==> src/rtl/spi_pkg.sv <==
// spi_pkg: shared state encoding, constants and helpers for the SPI burst master.
package spi_pkg;
    typedef enum logic [2:0] {IDLE, SETUP, LOAD, SHIFT, HOLD} spiState_t;
    localparam int lpDivClk = 16;
    localparam int lpByteW = 8;
    localparam int lpEdgesPerByte = 2 * lpByteW;
    function automatic int clog2(input int v);
        int r = 0;
        while ((1 << r) < v) r++;
        return r;
    endfunction
endpackage

==> src/rtl/spi_sync_fifo.sv <==
// spi_sync_fifo: byte-wide first-word fall-through FIFO with full/empty/level.
module spi_sync_fifo import spi_pkg::*; #(
    parameter int pDepth = 16,
    localparam int lpAw = clog2(pDepth)
) (
    input  logic               clk,
    input  logic               rst,
    input  logic [lpByteW-1:0] wd,
    input  logic               we,
    input  logic               re,
    output logic [lpByteW-1:0] rd,
    output logic               full,
    output logic               empty,
    output logic [lpAw:0]      level
);
    logic [lpByteW-1:0] mem [pDepth];
    logic [lpAw-1:0] wrPtr, rdPtr;
    logic doPush, doPop;
    assign empty = level == '0;
    assign full = level == (lpAw + 1)'(pDepth);
    // a push and pop together always both proceed, so the level holds even at full or empty
    assign doPush = we && (!full || re);
    assign doPop = re && (!empty || we);
    assign rd = mem[rdPtr];
    always_ff @(posedge clk) begin
        if (doPush) mem[wrPtr] <= wd;
    end
    always_ff @(posedge clk) begin
        if (rst) begin
            wrPtr <= '0;
            rdPtr <= '0;
            level <= '0;
        end else begin
            wrPtr <= doPush ? wrPtr + lpAw'(1) : wrPtr;
            rdPtr <= doPop ? rdPtr + lpAw'(1) : rdPtr;
            level <= level + (lpAw + 1)'(doPush) - (lpAw + 1)'(doPop);
        end
    end
endmodule

==> src/rtl/spi_burst_master.sv <==
// spi_burst_master: buffered multi-byte SPI master with selectable mode and chip select.
module spi_burst_master import spi_pkg::*; #(
    parameter int pDivClk = lpDivClk,
    parameter int pCsNum = 2,
    parameter int pFifoDepth = 16,
    parameter int pLenWidth = 16,
    localparam int lpSelW = clog2(pCsNum) > 1 ? clog2(pCsNum) : 1,
    localparam int lpLvlW = clog2(pFifoDepth) + 1
) (
    input  logic                 iSCLK,
    input  logic                 iSRST,
    input  logic                 iSPIEn,
    input  logic [pDivClk-1:0]   iSPIDiv,
    input  logic                 iCpol,
    input  logic                 iCpha,
    input  logic [lpSelW-1:0]    iCsSel,
    input  logic [pLenWidth-1:0] iBurstLen,
    input  logic                 iStart,
    input  logic [lpByteW-1:0]   iTxWd,
    input  logic                 iTxWe,
    output logic                 oTxFull,
    output logic [lpByteW-1:0]   oRxRd,
    input  logic                 iRxRe,
    output logic                 oRxEmpty,
    output logic [lpLvlW-1:0]    oRxLevel,
    output logic                 oBusy,
    output logic                 oMSpiIntr,
    output logic                 oSpiSck,
    output logic                 oSpiMosi,
    input  logic                 iSpiMiso,
    output logic [pCsNum-1:0]    oSpiCs
);
    spiState_t state;
    logic cpolL, cphaL, sck, mosi, busy, intr, tick, txPop, rxPush, txEmpty, rxFull;
    logic [pDivClk-1:0] divL, divCnt;
    logic [pLenWidth-1:0] lenRem;
    logic [3:0] edgeCnt;
    logic [lpByteW-1:0] sh, rxSh, txRd, rxWd;
    logic [pCsNum-1:0] csN;
    logic [lpLvlW-1:0] txLevelUnused;

    assign tick = divCnt == divL;
    assign txPop = iSPIEn && state == LOAD && !txEmpty && !rxFull;
    assign rxPush = iSPIEn && state == SHIFT && tick && edgeCnt == 4'(lpEdgesPerByte - 1);
    // with CPHA=1 the last edge of the byte is itself a sample
    assign rxWd = cphaL ? {rxSh[lpByteW-2:0], iSpiMiso} : rxSh;
    assign {oSpiSck, oSpiMosi, oSpiCs, oBusy, oMSpiIntr} = {sck, mosi, csN, busy, intr};

    spi_sync_fifo #(.pDepth(pFifoDepth)) txFifo (
        .clk(iSCLK), .rst(iSRST), .wd(iTxWd), .we(iTxWe), .re(txPop),
        .rd(txRd), .full(oTxFull), .empty(txEmpty), .level(txLevelUnused)
    );
    spi_sync_fifo #(.pDepth(pFifoDepth)) rxFifo (
        .clk(iSCLK), .rst(iSRST), .wd(rxWd), .we(rxPush), .re(iRxRe),
        .rd(oRxRd), .full(rxFull), .empty(oRxEmpty), .level(oRxLevel)
    );

    always_ff @(posedge iSCLK) begin
        if (iSRST) begin
            state <= IDLE;
            cpolL <= 1'b0;
            cphaL <= 1'b0;
            divL <= '0;
            divCnt <= '0;
            lenRem <= '0;
            edgeCnt <= '0;
            sh <= '0;
            rxSh <= '0;
            sck <= 1'b0;
            mosi <= 1'b0;
            csN <= '1;
            busy <= 1'b0;
            intr <= 1'b0;
        end else begin
            intr <= 1'b0;
            divCnt <= (state == IDLE || state == LOAD || tick) ? '0 : divCnt + pDivClk'(1);
            if (state != IDLE && !iSPIEn) begin
                state <= IDLE;
                csN <= '1;
                sck <= cpolL;
                busy <= 1'b0;
            end else begin
                case (state)
                    IDLE: begin
                        sck <= iCpol;
                        if (iStart && iSPIEn && iBurstLen != '0) begin
                            cpolL <= iCpol;
                            cphaL <= iCpha;
                            divL <= iSPIDiv;
                            lenRem <= iBurstLen;
                            csN <= ~(pCsNum'(1) << iCsSel);
                            busy <= 1'b1;
                            state <= SETUP;
                        end
                    end
                    SETUP: if (tick) state <= LOAD;
                    LOAD: if (txPop) begin
                        // CPHA=0 presents bit 7 now; CPHA=1 drives it on the first leading edge
                        sh <= cphaL ? txRd : {txRd[lpByteW-2:0], 1'b0};
                        mosi <= cphaL ? mosi : txRd[lpByteW-1];
                        edgeCnt <= '0;
                        state <= SHIFT;
                    end
                    SHIFT: if (tick) begin
                        sck <= ~sck;
                        edgeCnt <= edgeCnt + 4'd1;
                        if (edgeCnt[0] == cphaL) rxSh <= {rxSh[lpByteW-2:0], iSpiMiso};
                        else begin
                            mosi <= sh[lpByteW-1];
                            sh <= {sh[lpByteW-2:0], 1'b0};
                        end
                        if (rxPush) begin
                            lenRem <= lenRem - pLenWidth'(1);
                            state <= lenRem == pLenWidth'(1) ? HOLD : LOAD;
                        end
                    end
                    HOLD: if (tick) begin
                        csN <= '1;
                        busy <= 1'b0;
                        intr <= 1'b1;
                        state <= IDLE;
                    end
                    default: state <= IDLE;
                endcase
            end
        end
    end
endmodule

==> config.mk <==
export PLATFORM = sky130hd
export DESIGN_NAME = spi_burst_master
export DESIGN_NICKNAME = d
export VERILOG_FILES = /design/src/rtl/spi_pkg.sv /design/src/rtl/spi_sync_fifo.sv /design/src/rtl/spi_burst_master.sv
export SDC_FILE = /design/constraint.sdc
export NUM_CORES = 1
export LEC_CHECK = 0
export CORE_MARGIN = 10
export CORE_UTILIZATION = 54
export DETAILED_ROUTE_END_ITERATION = 6
export PLACE_DENSITY = 0.71
export SYNTH_ARGS = -nofsm -noshare
export SYNTH_HDL_FRONTEND = slang
export SYNTH_SLANG_ARGS = --single-unit
export TNS_END_PERCENT = 20
==> constraint.sdc <==
create_clock -name iSCLK -period 3.63 [get_ports iSCLK]
set_input_delay 1.089 -clock iSCLK [delete_from_list [all_inputs] [get_ports iSCLK]]
set_output_delay 1.089 -clock iSCLK [all_outputs]
set_load 0.01 [all_outputs]
* After elaboration in Yosys (flattened, before gate mapping)
Memories as Yosys holds them, arrays and structs flattened. A register that Yosys moved wholly into a read port is not among the register bits.
Index checks and enable logic that the tools add are counted.
** Storage, ports and cells
- Memories kept :: 2
- Logic and storage cells :: 146
- Output and inout bits :: 21
- Bits in writable memories :: 256
- ROM bits :: 0
- Latch bits :: 0
- Input port bits :: 50
- Bits in registers :: 105
** Operators by class
- Reduce and logical (&&, ||, !) cells :: 45
- Bitwise operators :: 4
- Shift operators :: 1
- Magnitude comparators :: 0
- Divide/modulo/power cells :: 0
- Multiplexer cells :: 44
- Equality and inequality tests :: 19
- Multipliers :: 0
- $add $sub $neg :: 11
** Memory list
- rxFifo.mem :: words 16, bits a word 8, read ports 1, clocked after memory_dff 1, wr ports 1, RTL line spi_sync_fifo.sv:16 : logic [lpByteW-1:0] mem [pDepth];
- txFifo.mem :: words 16, bits a word 8, read ports 1, clocked after memory_dff 1, wr ports 1, RTL line spi_sync_fifo.sv:16
** Operators with widths (number)
- 16-bit two-way mux :: 3
- 8-bit two-way mux :: 5
- 16-bit one-hot mux with 2 select lines :: 1
- 4-bit two-way mux :: 6
- 3-bit two-way mux :: 7
- 4-bit by 1-bit adder with 4-bit output, second input constant :: 5
- 16-bit by 1-bit adder with 16-bit output, second input constant :: 1
- 16-bit by 1-bit equality test with 1-bit output, second input constant :: 1
- 16-bit equality test :: 1
- 8-bit one-hot mux with 2 select lines :: 1
- 16-bit nonzero test :: 1
- 16-bit by 1-bit subtractor with 16-bit output, second input constant :: 1
- 3-bit one-hot mux with 5 select lines :: 1
- 1-bit logical AND :: 13
- 1-bit two-way mux :: 13
- 6-bit AND reduction :: 2
- 5-bit by 1-bit adder with 5-bit output :: 2
- 5-bit equality test, second input constant :: 2
- 5-bit logical NOT :: 2
- 2-bit inequality test, second input constant :: 5
- 5-bit AND reduction :: 2
- 5-bit by 1-bit subtractor with 5-bit output :: 2
- 4-bit one-hot mux with 2 select lines :: 1
- 4-bit AND reduction :: 2
- 22 further kinds :: 44

* Longest topological paths before layout
- Depth after elaboration :: 8
- Depth in mapped cells :: 16
- Mapped depth without buffers :: 15

* By module
Synthesis repeated with hierarchy kept, for this count alone.
** Second synthesis, totals
- Cells, all modules :: 1127
- Area total of the unflattened synthesis :: 15761.4 um^2
** By module, submodules not included
- spi_sync_fifo at rxFifo :: instances 1, area an instance 5831.8 um^2, cells an instance 304
- spi_sync_fifo at txFifo :: instances 1, area an instance 5801.8 um^2, cells an instance 304
- spi_burst_master :: instances 1, area an instance 4127.7 um^2, cells an instance 519

* Worst setup path after synthesis
OpenSTA, ideal clock, no wires.
- Path kind :: input port to flip-flop
- Start point :: input iSPIEn
- End point :: memory rxFifo.mem[3][0], enable pin
- Arrival time :: 3.107 ns
- Stages on the path :: 5
- Required time :: 3.235 ns
- Setup slack :: 0.128 ns
- Buffers on the path :: 2
- Cells stage by stage :: clkbuf_1 nand4_1 or4_4 clkbuf_1 nor4_1
** On the way
- Cells in the longest elaborated chain, start to end :: 6
** Ends and longest elaborated chain
- from (decl) :: RTL line spi_burst_master.sv:12 : input logic iSPIEn,
- 1-bit logical AND (3 in a row) :: RTL line spi_burst_master.sv:44 : assign rxPush = iSPIEn && state == SHIFT && tick && edgeCnt == 4'(lpEdgesPerByte - 1);
- 1-bit logical AND :: RTL line spi_sync_fifo.sv:22 : assign doPush = we && (!full || re);
- 1-bit two-way mux :: RTL line spi_sync_fifo.sv:26 : if (doPush) mem[wrPtr] <= wd;
- 1-bit two-way mux (not written as such) :: RTL line spi_sync_fifo.sv:26
- to (decl) :: RTL line spi_sync_fifo.sv:16
No other way between the ends.

==> summary.md <==
| Metric | Value |
|---|---|
| Status | `completed` |
| Worst-path clk slew | `around 60 ps` |
| Die area | `between 30,000 and 40,000 µm²` |
| Syn Std Cell Area | `between 15,000 and 20,000 µm²` |
| Layout Utilization | `0.640` |
| Fin cells | `between 1,500 and 2,000` |
| Wire per inst | `around 21 µm` |
| Grt total ovfl | `0` |
| Syn Area/Cell | `between 10 and 15 µm²` |
| Fin Clk Skew | `19.1 ps` |
| Final HPWL DP | `between 20,000 and 25,000 µm` |
| Count leader, synth | `edfxtp_1` |
| Global-route wire length before repair | `53,100 µm` |
| Final Power | `10.1 mW` |
| Final #Nets | `approximately 1,300` |
| Root buf cell | `clkbuf_16` |
| Worst r2r src | `txFifo.level[3]$_SDFF_PP0_` |
| Final WL | `around 34,000 µm` |
| Worst slew pin tran | `995 ps` |
| Worst setup path endpoint | `oRxRd[6]` |
| Final hold violation count | `0` |
| Most frequent cells after synthesis | `edfxtp_1 (256), dfxtp_1 (113), nor2_1 (107), mux4_2 (63), mux2i_1 (55)` |
| Clock Latency Late Sink | `roughly 530 ps` |
| Max_slew headroom | `0.336` |
| Drt pass-1 iters | `5` |
| Post-synth EDFFs | `approximately 260` |
| CTS max path bufs | `3` |
| Area growth, synth to finish | `17.6%` |
| Crit path cell chain | `buf_16 -> buf_6 -> mux4_2 -> mux4_2 -> clkdlybuf4s15_1` |
| Hold-fix buffers at CTS | `0` |
| Ys Warns | `0` |
| Synth area leader | `edfxtp_1` |
| Initial Utilization | `0.544` |
| Post-Synthesis Cells | `about 1,100` |
| Diodes inserted | `0` |
| TritonCTS clock tree | `yes` |
| Power density over cell area | `~550 nW/µm²` |
| DR iter-0 viols | `between 700 and 800` |
| Sequential fraction of the synthesis area | `0.640` |
| Max Cap Viol | `0` |
| Min Clock Period, post-route | `3560 ps` |
| Most frequent CP cell | `mux4_2` |
| Via-to-Cell Ratio | `5.76` |
| CTS H-tree depth | `2` |
| Critical Setup Path Class | `flip-flop to output pin` |
| Slowest CP cell | `mux4_2` |
| Startpoint types | `flip-flop` |
| Vias in the first global route | `between 9,000 and 10,000` |
| Synth top area share | `0.495` |
| Routability cong. | `0.811` |
| FP Rows | `between 60 and 70` |
| Syn Nets | `1,175` |
| VDD IR max | `a little under 0.4 mV` |
| Register-to-register setup slack | `~570 ps` |
| Die Height | `190 µm` |
| Remaining antenna violation count | `0` |
| Leakage Power | `around 6.5 nW` |
| Core outline area | `between 20,000 and 30,000 µm²` |
| Initial antenna violation count | `0` |
| Largest net degree at the start of global routing | `52` |
| Chip Width | `190 µm` |
| # DRC | `0` |
| DP Cell Count | `between 1,500 and 2,000` |
| Io pins | `71` |
| Layout cells sized above 1 | `0.166` |
| Cts bufs inserted | `38` |
| Crit path DAT | `about 2500 ps` |
| Clock sinks | `roughly 370` |
| Ys async rst share | `0` |
| GRT Total Usage | `0.187` |
| Tcrit/Tclk final | `0.982` |
| Synth area leaders | `edfxtp_1 (49%), dfxtp_1 (15%), mux4_2 (9.1%)` |
| Vias | `9,352` |
| Endpoints failing setup | `0` |
| Unrepaired setup endpoints after global routing | `no` |
| Synthesized flop and latch total | `roughly 370` |
| Hold Path Class | `flip-flop to flip-flop` |
| CP max FO | `10` |
| Yosys cell types | `58` |
| Slew Limit Fails | `0` |
| RR Endpoint | `txFifo.level[4]$_SDFF_PP0_` |
| Worst setup EP type | `output pin` |
| Hold_ws | `roughly 460 ps` |
| Critical path required time | `2540 ps` |
| Hold-critical path depth | `2` |
| Crit path largest cell delay | `around 520 ps` |
| Fmax | `281 MHz` |
| FF-to-FF path depth | `12` |
| IO buf count | `70` |
| Top_reg_cell synth | `edfxtp_1` |
## report_power, final
part / internal [mW] / switching, mW
clock network: 2.31 / 1.56
logic: 0.780 / 0.741
registers: 4.62 / 0.127
## worst min-delay path by stage
stage,endpoint,from
after CTS,sh[3]$_SDFFE_PP0P_,sh[3]$_SDFFE_PP0P_
after global routing,sh[3]$_SDFFE_PP0P_,sh[3]$_SDFFE_PP0P_
after detailed placement,sh[4]$_SDFFE_PP0P_,sh[4]$_SDFFE_PP0P_
final,sh[3]$_SDFFE_PP0P_,sh[3]$_SDFFE_PP0P_
after floorplan,divCnt[0]$_SDFF_PP0_,divCnt[0]$_SDFF_PP0_
after global placement,sh[3]$_SDFFE_PP0P_,sh[3]$_SDFFE_PP0P_
## layout make-up
type / instances / area, µm²
Multi-Input combinational cell: 636 / 5210
Clock buffer: 50 / 1080
Tap cell: 384 / 480
Timing Repair Buffer: 131 / 1240
Clock inverter: 18 / 175
Sequential cell: 369 / 9950
Fill cell: 2166 / 10300
Inverter: 35 / 131
## timing repair
| item | CTS | global route |
|---|---|---|
| setup buffers | 4 | 5 |
| hold endpoints to repair | 0 | 0 |
| gates cloned | 2 | 0 |
| setup endpoints to repair | 8 | 5 |
| resized for setup | 11 | 8 |
## through the flow
stage / area (µm²) / setup slack [ps] / setup TNS, ps
2_1_floorplan: 15500 / 128 / 0
3_3_place_gp: 16900 / 32.3 / 0
3_5_place_dp: 16900 / -47.3 / -47.3
4_1_cts: 18200 / -33.1 / -111
5_1_grt: 18300 / 0.654 / 0
6_report: 18300 / 67.0 / 0
## registers in the layout, summed over array words and instances (netlist names), 5 cells and up, named ones only
register and count:
txFifo.level 5, divL 16, lenRem 16, sh 8
rxFifo.mem 128, rxFifo.level 5, txFifo.mem 128, divCnt 16
rxSh 8
## logic make-up (layout without fill, tap and decap cells)
| kind of cell | count (synthesis) | after routing | synth area share |
|---|---|---|---|
| and+or+nand+nor | 299 | 299 | 0.0980 |
| muxes | 127 | 127 | 0.133 |
| xor gates and xnor gates | 45 | 45 | 0.0254 |
| DFF | 369 | 369 | 0.640 |
| AOI/OAI and AO/OA | 137 | 137 | 0.0550 |
| buffers and inverters | 92 | 234 | 0.0246 |
| adders and majority gates | 28 | 28 | 0.0235 |
## layer usage
layer | wire length [µm] | vias to the layer above | GRT usage
li1 | - | 4367 | -
met1 | 14500 | 4708 | 0.242
met2 | 17300 | 232 | 0.323
met3 | 1610 | 45 | 0.0287
met4 | 581 | 0 | 0.0470
met5 | 0 | - | 0
## worst max-delay path: cells and delay by family, from the launching register on
family	cells	cell delay, ps
flip-flops	1	410
multiplexers	2	1000
buffers and inverters	3	530
## cell usage in the layout, fill, tap and decap left out, types with 8 or more instances in the layout
master | synthesis | final
a21o_1 | 8 | 8
a21oi_1 | 49 | 49
and2_1 | 26 | 26
and3_1 | 12 | 12
buf_4 | 2 | 54
clkbuf_16 | 0 | 39
clkdlybuf4s50_1 | 0 | 61
dfxtp_1 | 113 | 111
edfxtp_1 | 256 | 256
ha_1 | 26 | 26
inv_1 | 35 | 35
mux2_2 | 9 | 9
mux2i_1 | 55 | 55
mux4_2 | 63 | 63
nand2_1 | 37 | 37
nand3_1 | 24 | 24
nand4_1 | 10 | 10
nor2_1 | 107 | 107
nor2b_1 | 11 | 11
nor3_1 | 16 | 16
nor4_1 | 17 | 17
o21ai_0 | 30 | 30
or3_1 | 8 | 8
xnor2_1 | 14 | 14
xor2_1 | 31 | 31
No activity file was read; power rests on OpenSTA's default activity.
